==> config.mk <==
export PLATFORM = sky130hd
export DESIGN_NAME = idex_hazard_stage_flat
export DESIGN_NICKNAME = d
export VERILOG_FILES = /design/src/rtl/idex_hazard_stage_pkg.sv /design/src/rtl/idex_hazard_stage_if.sv /design/src/rtl/idex_hazard_stage_sat_counter.sv /design/src/rtl/idex_hazard_stage.sv /design/src/flat_wrapper.sv
export SDC_FILE = /design/constraint.sdc
export NUM_CORES = 1
export LEC_CHECK = 0
export BUFFER_PORTS_ARGS = -buffer_cell sky130_fd_sc_hd__buf_2
export CAP_MARGIN = 15
export CELL_PAD_IN_SITES_DETAIL_PLACEMENT = 0
export CELL_PAD_IN_SITES_GLOBAL_PLACEMENT = 1
export CORE_AREA = 3 3 193 195
export CTS_CLUSTER_DIAMETER = 50
export DETAILED_ROUTE_END_ITERATION = 6
export DIE_AREA = 0 0 196 198
export PLACE_DENSITY_LB_ADDON = 0.08
export SETUP_SLACK_MARGIN = 0.3
export SYNTH_ARGS = -nofsm -noshare
export SYNTH_HDL_FRONTEND = slang
export SYNTH_SLANG_ARGS = --single-unit
==> constraint.sdc <==
create_clock -name clk -period 2.2 [get_ports clk]
set_input_delay 0.22 -clock clk [delete_from_list [all_inputs] [get_ports clk]]
set_output_delay 0.22 -clock clk [all_outputs]
set_load 0.1 [all_outputs]
==> src/rtl/idex_hazard_stage_pkg.sv <==
// Purpose: shared types and defaults for the LEGv8 ID/EX stage (control bundle, ALUOp codes, widths).
// Latency: n/a (types and constants only).
// Backpressure: n/a.
package idex_hazard_stage_pkg;

    localparam int DATA_W_DEF = 64;   // operand / immediate width
    localparam int REG_W_DEF  = 5;    // register-number width
    localparam int ZR_IDX     = 31;   // XZR, never a load-use source
    localparam int CNT_W_DEF  = 32;   // performance counter width
    localparam int CTRL_W     = 9;

    // ALUOp encodings produced by the main decoder
    typedef enum logic [1:0] {
        ALUOP_LDST  = 2'b00,
        ALUOP_CBZ   = 2'b01,
        ALUOP_RTYPE = 2'b10
    } aluop_e;

    // Field order matches the flat 9-bit bus:
    // {RegWrite,MemRead,MemWrite,MemtoReg,ALUSrc,Branch,Uncond,ALUOp[1:0]}
    typedef struct packed {
        logic       reg_write;
        logic       mem_read;
        logic       mem_write;
        logic       mem_to_reg;
        logic       alu_src;
        logic       branch;
        logic       uncond;
        logic [1:0] alu_op;
    } ctrl_t;

    localparam ctrl_t CTRL_NOP = '0;

endpackage

==> src/rtl/idex_hazard_stage_if.sv <==
// Purpose: ID-side instruction bundle into the ID/EX stage and registered EX-side bundle out of it.
// Latency: n/a (wires only).
// Backpressure: none on the bus itself; stalls are signalled by the stage's pc_write/ifid_write.
// Ports: master = decode side (drives id_*, reads ex_*); slave = ID/EX stage (reads id_*, drives ex_*).
interface idex_hazard_stage_if
    import idex_hazard_stage_pkg::*;
#(
    parameter int DATA_W = DATA_W_DEF,
    parameter int REG_W  = REG_W_DEF
);

    // decode side
    logic              id_valid;
    logic [REG_W-1:0]  id_rn;
    logic [REG_W-1:0]  id_rm;        // already Reg2Loc-muxed
    logic [REG_W-1:0]  id_rd;
    logic              id_uses_rm;
    logic [DATA_W-1:0] id_rd1;
    logic [DATA_W-1:0] id_rd2;
    logic [DATA_W-1:0] id_imm;
    ctrl_t             id_ctrl;

    // execute side (IDEX_Register*)
    logic              ex_valid;
    logic [REG_W-1:0]  ex_rn;
    logic [REG_W-1:0]  ex_rm;
    logic [REG_W-1:0]  ex_rd;
    logic [DATA_W-1:0] ex_rd1;
    logic [DATA_W-1:0] ex_rd2;
    logic [DATA_W-1:0] ex_imm;
    ctrl_t             ex_ctrl;

    modport master (
        output id_valid, id_rn, id_rm, id_rd, id_uses_rm, id_rd1, id_rd2, id_imm, id_ctrl,
        input  ex_valid, ex_rn, ex_rm, ex_rd, ex_rd1, ex_rd2, ex_imm, ex_ctrl
    );

    modport slave (
        input  id_valid, id_rn, id_rm, id_rd, id_uses_rm, id_rd1, id_rd2, id_imm, id_ctrl,
        output ex_valid, ex_rn, ex_rm, ex_rd, ex_rd1, ex_rd2, ex_imm, ex_ctrl
    );

endinterface

==> src/rtl/idex_hazard_stage_sat_counter.sv <==
// Purpose: event counter that sticks at all-ones instead of wrapping.
// Latency: count visible 1 cycle after inc.
// Backpressure: none; inc is sampled every cycle.
// Ports: clk, clr_n (async active-low clear), inc (count this cycle), cnt (current value).
module idex_hazard_stage_sat_counter #(
    parameter int CNT_W = 32
) (
    input  logic             clk,
    input  logic             clr_n,
    input  logic             inc,
    output logic [CNT_W-1:0] cnt
);

    localparam logic [CNT_W-1:0] ONE = {{(CNT_W-1){1'b0}}, 1'b1};

    logic [CNT_W-1:0] cnt_q;
    logic [CNT_W-1:0] cnt_d;

    always_comb begin
        cnt_d = cnt_q;
        if (inc && (cnt_q != '1)) begin
            cnt_d = cnt_q + ONE;
        end
    end

    always_ff @(posedge clk or negedge clr_n) begin
        if (!clr_n) begin
            cnt_q <= '0;
        end else begin
            cnt_q <= cnt_d;
        end
    end

    assign cnt = cnt_q;

endmodule

==> src/rtl/idex_hazard_stage.sv <==
// Purpose: LEGv8 ID/EX pipeline register with load-use detection, branch flush and stall/flush counters.
// Latency: 1 cycle ID->EX; hazard_stall/pc_write/ifid_write are combinational.
// Backpressure: freeze holds the whole stage; a load-use holds PC and IF/ID for exactly one bubble.
// Ports: clk, rst_n, freeze, flush; idex (slave: id_* in, ex_* out); pc_write, ifid_write,
//        hazard_stall; stall_cnt, flush_cnt (saturating).
module idex_hazard_stage
    import idex_hazard_stage_pkg::*;
#(
    parameter int DATA_W = DATA_W_DEF,
    parameter int REG_W  = REG_W_DEF,
    parameter int ZR     = ZR_IDX,
    parameter int CNT_W  = CNT_W_DEF
) (
    input  logic                clk,
    input  logic                rst_n,
    input  logic                freeze,
    input  logic                flush,
    idex_hazard_stage_if.slave  idex,
    output logic                pc_write,
    output logic                ifid_write,
    output logic                hazard_stall,
    output logic [CNT_W-1:0]    stall_cnt,
    output logic [CNT_W-1:0]    flush_cnt
);

    logic              ex_valid_q, ex_valid_d;
    logic [REG_W-1:0]  ex_rn_q,    ex_rn_d;
    logic [REG_W-1:0]  ex_rm_q,    ex_rm_d;
    logic [REG_W-1:0]  ex_rd_q,    ex_rd_d;
    logic [DATA_W-1:0] ex_rd1_q,   ex_rd1_d;
    logic [DATA_W-1:0] ex_rd2_q,   ex_rd2_d;
    logic [DATA_W-1:0] ex_imm_q,   ex_imm_d;
    ctrl_t             ex_ctrl_q,  ex_ctrl_d;

    logic load_in_ex;
    logic hazard;

    // A load writing XZR produces nothing a consumer could wait for.
    assign load_in_ex = ex_valid_q && ex_ctrl_q.mem_read && (ex_rd_q != REG_W'(ZR));

    // Rm only matters for instructions that actually read it; I-type carries a stale Rm field.
    assign hazard = load_in_ex && idex.id_valid &&
                    ((ex_rd_q == idex.id_rn) ||
                     (idex.id_uses_rm && (ex_rd_q == idex.id_rm)));

    // Flush outranks everything: the consumer is being squashed upstream too, so the front end
    // must keep moving to fetch the branch target.
    assign hazard_stall = hazard && !flush && !freeze;
    assign pc_write     = flush || (!freeze && !hazard);
    assign ifid_write   = pc_write;

    always_comb begin
        ex_valid_d = ex_valid_q;
        ex_rn_d    = ex_rn_q;
        ex_rm_d    = ex_rm_q;
        ex_rd_d    = ex_rd_q;
        ex_rd1_d   = ex_rd1_q;
        ex_rd2_d   = ex_rd2_q;
        ex_imm_d   = ex_imm_q;
        ex_ctrl_d  = ex_ctrl_q;

        if (flush || hazard_stall) begin
            // Squash or bubble: an all-zero entry, so MemRead drops and the hazard
            // cannot re-fire against the same consumer next cycle.
            ex_valid_d = 1'b0;
            ex_rn_d    = '0;
            ex_rm_d    = '0;
            ex_rd_d    = '0;
            ex_rd1_d   = '0;
            ex_rd2_d   = '0;
            ex_imm_d   = '0;
            ex_ctrl_d  = CTRL_NOP;
        end else if (!freeze) begin
            ex_valid_d = idex.id_valid;
            ex_rn_d    = idex.id_rn;
            ex_rm_d    = idex.id_rm;
            ex_rd_d    = idex.id_rd;
            ex_rd1_d   = idex.id_rd1;
            ex_rd2_d   = idex.id_rd2;
            ex_imm_d   = idex.id_imm;
            ex_ctrl_d  = idex.id_valid ? idex.id_ctrl : CTRL_NOP;
        end
    end

    always_ff @(posedge clk or negedge rst_n) begin
        if (!rst_n) begin
            ex_valid_q <= 1'b0;
            ex_rn_q    <= '0;
            ex_rm_q    <= '0;
            ex_rd_q    <= '0;
            ex_rd1_q   <= '0;
            ex_rd2_q   <= '0;
            ex_imm_q   <= '0;
            ex_ctrl_q  <= CTRL_NOP;
        end else begin
            ex_valid_q <= ex_valid_d;
            ex_rn_q    <= ex_rn_d;
            ex_rm_q    <= ex_rm_d;
            ex_rd_q    <= ex_rd_d;
            ex_rd1_q   <= ex_rd1_d;
            ex_rd2_q   <= ex_rd2_d;
            ex_imm_q   <= ex_imm_d;
            ex_ctrl_q  <= ex_ctrl_d;
        end
    end

    assign idex.ex_valid = ex_valid_q;
    assign idex.ex_rn    = ex_rn_q;
    assign idex.ex_rm    = ex_rm_q;
    assign idex.ex_rd    = ex_rd_q;
    assign idex.ex_rd1   = ex_rd1_q;
    assign idex.ex_rd2   = ex_rd2_q;
    assign idex.ex_imm   = ex_imm_q;
    assign idex.ex_ctrl  = ex_ctrl_q;

    // Freeze is not a stall event, and a flush suppresses the stall count.
    idex_hazard_stage_sat_counter #(.CNT_W(CNT_W)) u_stall_cnt (
        .clk   (clk),
        .clr_n (rst_n),
        .inc   (hazard_stall),
        .cnt   (stall_cnt)
    );

    idex_hazard_stage_sat_counter #(.CNT_W(CNT_W)) u_flush_cnt (
        .clk   (clk),
        .clr_n (rst_n),
        .inc   (flush),
        .cnt   (flush_cnt)
    );

endmodule

==> src/flat_wrapper.sv <==
// flat-port wrapper written by rule: the top's interface ports become plain ports
module idex_hazard_stage_flat import idex_hazard_stage_pkg::*;
#(
    parameter int DATA_W = DATA_W_DEF,
    parameter int REG_W  = REG_W_DEF,
    parameter int ZR     = ZR_IDX,
    parameter int CNT_W  = CNT_W_DEF
)
  (clk, rst_n, freeze, flush, pc_write, ifid_write, hazard_stall, stall_cnt, flush_cnt, idex_id_valid, idex_id_rn, idex_id_rm, idex_id_rd, idex_id_uses_rm, idex_id_rd1, idex_id_rd2, idex_id_imm, idex_id_ctrl, idex_ex_valid, idex_ex_rn, idex_ex_rm, idex_ex_rd, idex_ex_rd1, idex_ex_rd2, idex_ex_imm, idex_ex_ctrl);
  idex_hazard_stage_if #(.DATA_W(DATA_W), .REG_W(REG_W)) idex_i ();
  input  logic clk;
  input  logic rst_n;
  input  logic freeze;
  input  logic flush;
  output logic pc_write;
  output logic ifid_write;
  output logic hazard_stall;
  output logic [CNT_W-1:0] stall_cnt;
  output logic [CNT_W-1:0] flush_cnt;
  input wire logic [$bits(idex_i.id_valid)-1:0] idex_id_valid;
  input wire logic [$bits(idex_i.id_rn)-1:0] idex_id_rn;
  input wire logic [$bits(idex_i.id_rm)-1:0] idex_id_rm;
  input wire logic [$bits(idex_i.id_rd)-1:0] idex_id_rd;
  input wire logic [$bits(idex_i.id_uses_rm)-1:0] idex_id_uses_rm;
  input wire logic [$bits(idex_i.id_rd1)-1:0] idex_id_rd1;
  input wire logic [$bits(idex_i.id_rd2)-1:0] idex_id_rd2;
  input wire logic [$bits(idex_i.id_imm)-1:0] idex_id_imm;
  input wire logic [$bits(idex_i.id_ctrl)-1:0] idex_id_ctrl;
  output wire logic [$bits(idex_i.ex_valid)-1:0] idex_ex_valid;
  output wire logic [$bits(idex_i.ex_rn)-1:0] idex_ex_rn;
  output wire logic [$bits(idex_i.ex_rm)-1:0] idex_ex_rm;
  output wire logic [$bits(idex_i.ex_rd)-1:0] idex_ex_rd;
  output wire logic [$bits(idex_i.ex_rd1)-1:0] idex_ex_rd1;
  output wire logic [$bits(idex_i.ex_rd2)-1:0] idex_ex_rd2;
  output wire logic [$bits(idex_i.ex_imm)-1:0] idex_ex_imm;
  output wire logic [$bits(idex_i.ex_ctrl)-1:0] idex_ex_ctrl;
  assign idex_i.id_valid = idex_id_valid;
  assign idex_i.id_rn = idex_id_rn;
  assign idex_i.id_rm = idex_id_rm;
  assign idex_i.id_rd = idex_id_rd;
  assign idex_i.id_uses_rm = idex_id_uses_rm;
  assign idex_i.id_rd1 = idex_id_rd1;
  assign idex_i.id_rd2 = idex_id_rd2;
  assign idex_i.id_imm = idex_id_imm;
  assign idex_i.id_ctrl = idex_id_ctrl;
  assign idex_ex_valid = idex_i.ex_valid;
  assign idex_ex_rn = idex_i.ex_rn;
  assign idex_ex_rm = idex_i.ex_rm;
  assign idex_ex_rd = idex_i.ex_rd;
  assign idex_ex_rd1 = idex_i.ex_rd1;
  assign idex_ex_rd2 = idex_i.ex_rd2;
  assign idex_ex_imm = idex_i.ex_imm;
  assign idex_ex_ctrl = idex_i.ex_ctrl;
  idex_hazard_stage #(.DATA_W(DATA_W), .REG_W(REG_W), .ZR(ZR), .CNT_W(CNT_W)) u_core (.clk(clk), .rst_n(rst_n), .freeze(freeze), .flush(flush), .idex(idex_i), .pc_write(pc_write), .ifid_write(ifid_write), .hazard_stall(hazard_stall), .stall_cnt(stall_cnt), .flush_cnt(flush_cnt));
endmodule
==> impl_metrics.py <==
metrics = {
    "timing": {
        "setup_viol": 2,
        "timing_worst_slew_pin_value_ns": 0.618,
        "post-route-min-period_ns": 2.21,
        "timing.final.max_slew_violations": 0,
        "final_critical_path_setup_slack_ns": -0.0135,
        "max_clock_freq_mhz": 452,
        "slew-limit-headroom_pct": 59.1,
        "finalCritPeriodShare_pct": 101,
        "grt_setup_unrepaired": "yes",
        "setup_total_negative_slack_ns": -0.0259,
        "timing.final.hold_violations": 0,
        "fin_hold_ws_ns": 0.0259,
        "timing.clock.skew_ns": 0.0155,
    },
    "finish": {
        "final_common_cell": "sky130_fd_sc_hd__buf_2",
        "nNetsFinal": 1802,
        "finish.instance_area_um2": 18800,
        "fin_cells": 2073,
        "drive_gt1_share_pct": 49.4,
        "synth_to_layout_area_growth_pct": 75.2,
        "num-fill-cells": 3142,
        "mostFrequentLayoutCells": "sky130_fd_sc_hd__buf_2 (501), sky130_fd_sc_hd__dlygate4sd3_1 (215), sky130_fd_sc_hd__dfrtp_1 (210)",
    },
    "floorplan": {
        "die-area_um2": 38800,
        "start_util_pct": 30.2,
        "fp.dieW_um": 196,
        "fp.coreArea_um2": 35600,
        "number_of_placement_rows": 69,
        "die_h_um": 198,
        "floorplan.io_pins": 506,
    },
    "placement": {
        "detailedPlacementHpwl_mm": 29.8,
        "gpl.final_weighted_congestion": 0.776,
        "dp_slack_ns": -0.131,
        "io_buffer_count": 505,
        "post-place-cells": 1757,
        "placedInstanceArea_um2": 14500,
    },
    "worst_hold_path": {
        "hold_path_startpoint": "idex_id_rm[3]",
        "hold_wc_path_type": "in2reg",
        "capture_endpoint_of_the_worst_hold_path": "u_core.idex.ex_rm[3]",
        "worst_hold_path.num_cells": 2,
    },
    "power_and_ir_drop": {
        "cellPowerDensity_nw_per_um2": 853,
        "power.ir.vdd_worst_uv": 556,
        "p_leak_uw": 0.00967,
    },
    "clocking": {
        "cts.sink_count": 281,
        "h-tree-depth": 2,
        "cts_tree": "yes",
        "cts-root-to-sink-buffers": 3,
        "cts-buffers-inserted": 39,
        "clock_tree.root_cell": "sky130_fd_sc_hd__clkbuf_16",
        "clk_pin_slew_ns": 0.05,
        "clk_latency_ns": 0.51,
    },
    "logic_synthesis": {
        "synth_sequential_area_ratio_pct": 65.4,
        "yosysWarningCount": 0,
        "post_synth_edffs": 0,
        "synth_flop_cell": "sky130_fd_sc_hd__dfrtp_1",
        "synth_cell_type_count": 44,
        "mappedNetlistNets": 1021,
        "postSynthAreaPerCell_um2": 13.5,
        "ys_seq_elements": 281,
        "syn-cell-area_um2": 10800,
        "syn_inst": 797,
        "async_flop_share_pct": 100,
    },
    "global_routing": {
        "global_route.peak_usage_layer": "met2",
        "first_global_vias": 10600,
        "groute.layer.met1.usage_pct": 26.6,
        "grt.met2_usage_pct": 36.0,
        "largest_net_degree_at_the_start_of_global_routing": 101,
        "met3_usage_pct": 6.01,
        "grt_pass1_wl_mm": 64.7,
        "grt_use_total_pct": 21.4,
        "grt_antenna_before_repair": 3,
        "globalRoute.totalOverflow": 0,
    },
    "worst_setup_path": {
        "crit_required_ns": 1.98,
        "worst_setup_path_start_kind": "flip-flop",
        "reg2reg_setup_slack_ns": 0.04,
        "setup.worst_path.start": "u_core.idex.ex_rd[1]",
        "capture_point_of_the_worst_reg_to_reg_path": "u_core.idex.ex_ctrl[0]",
        "worst_r2r_startpoint": "u_core.idex.ex_rd[1]",
        "setup.worst_path.end_class": "primary output",
        "reg2reg_depth": 9,
        "crit_type": "reg2out",
        "maximum_fanout_along_the_worst_path": 4,
        "endpoint_arrival_time_on_the_critical_path_ns": 1.99,
    },
    "routing": {
        "via_count": 9946,
        "drt-pass1-iter-count": 4,
        "drt_iter0_markers": 415,
        "drt_drc_violations_left": 0,
        "wl_per_instance_um": 20.9,
        "viasPerCell": 4.80,
        "final_antenna_net_count": 0,
        "postRouteWirelength_mm": 43.4,
    },
    "outcome": {
        "status": "complete, but fails checks",
        "violations_in_the_final_reports": "negative setup slack",
    },
    "run": {
        "cap_violations": 0,
    },
}
[worst max path at each step]
stage	depth (start not counted)	endpoint	slack [ns]
final	7	ifid_write	-0.01
after global routing	7	ifid_write	-0.08
after CTS	7	ifid_write	-0.06
after detailed placement	7	u_core.idex.ex_rd1[59]	-0.13
after global placement	7	u_core.idex.ex_imm[16]	-0.09
after floorplan	9	u_core.u_stall_cnt.cnt[2]	-0.16
[area by class of cell]
type,count,area [um^2],area share [%]
diodes,4,10.0,0.0531
clock buffers,48,1100,5.85
clock inverters,23,279,1.48
inverters,13,52.6,0.279
multi-input cells,452,4030,21.4
flip-flops and latches,281,7220,38.3
well taps,461,577,3.06
repair buffers,791,5570,29.6
[per-stage QoR]
stage	utilization, %	total power [uW]
5_1_grt	53.0	16700
3_3_place_gp	40.7	9200
6_report	53.0	16100
4_1_cts	51.8	16200
3_5_place_dp	40.7	9210
2_1_floorplan	-	8300
[worst max-delay path, cell delays in order, from the launching register on]
cell and delay [ns]:
sky130_fd_sc_hd__dfrtp_4 0.51, sky130_fd_sc_hd__xnor2_2 0.14, sky130_fd_sc_hd__nand4_1 0.10, sky130_fd_sc_hd__o22ai_2 0.10, sky130_fd_sc_hd__and2_4 0.15, sky130_fd_sc_hd__buf_6 0.11, sky130_fd_sc_hd__nor2_4 0.18, sky130_fd_sc_hd__buf_12 0.21
[report_power, final]
| part | leakage, uW | internal [uW] | switching [uW] |
|---|---|---|---|
| registers | 0.00361 | 5480 | 224 |
| logic | 0.00540 | 931 | 2870 |
| clock network | 0.000656 | 4170 | 2390 |
| total | 0.00967 | 10600 | 5480 |
[what timing repair did]
action                                  in CTS  in global routing
pin swaps                                   31                 34
resized for setup                           48                 54
endpoints found under the setup margin     250                273
gates cloned                                 4                  3
hold buffers                               215                  0
buffers inserted                             8                 11
hold endpoints to repair                   264                  0
[metal layers]
layer  share of wire [%]  up-vias
met5               0.016        -
met3                 7.3       75
met1                  40     4976
met2                  49      347
li1                    -     4546
met4                 3.4        2
[sequential cells by signal, indices dropped and copies added, names as in the netlist]
register	count
u_core.idex.ex_imm	64
u_core.idex.ex_valid	1
u_core.idex.ex_rd	5
u_core.idex.ex_rn	5
u_core.u_stall_cnt.cnt	32
u_core.u_flush_cnt.cnt	32
u_core.idex.ex_rm	5
u_core.idex.ex_rd1	64
u_core.idex.ex_rd2	64
u_core.idex.ex_ctrl	9
[cells in the mapped netlist (13+ instances only)]
master	n	share of area (%)
sky130_fd_sc_hd__xnor2_1	40	3.3
sky130_fd_sc_hd__nor3_1	17	0.79
sky130_fd_sc_hd__buf_2	16	0.74
sky130_fd_sc_hd__nand4_1	18	1.0
sky130_fd_sc_hd__nand3_1	15	0.70
sky130_fd_sc_hd__dfrtp_1	281	65
sky130_fd_sc_hd__xor2_1	30	2.4
sky130_fd_sc_hd__nor2_1	21	0.73
sky130_fd_sc_hd__nand2_1	34	1.2
sky130_fd_sc_hd__a22o_1	207	17
sky130_fd_sc_hd__clkbuf_1	33	1.2
sky130_fd_sc_hd__inv_1	13	0.45
[kinds of logic after synthesis]
group	count (synthesis)	share of synthesized area (%)
fa+ha+maj	2	0.233
buf+inv	66	2.59
flops	281	65.4
simple gates	148	7.40
xor+xnor	70	5.70
mux	2	0.209
compound gates	228	18.5
No activity file was read; power rests on OpenSTA's default activity.
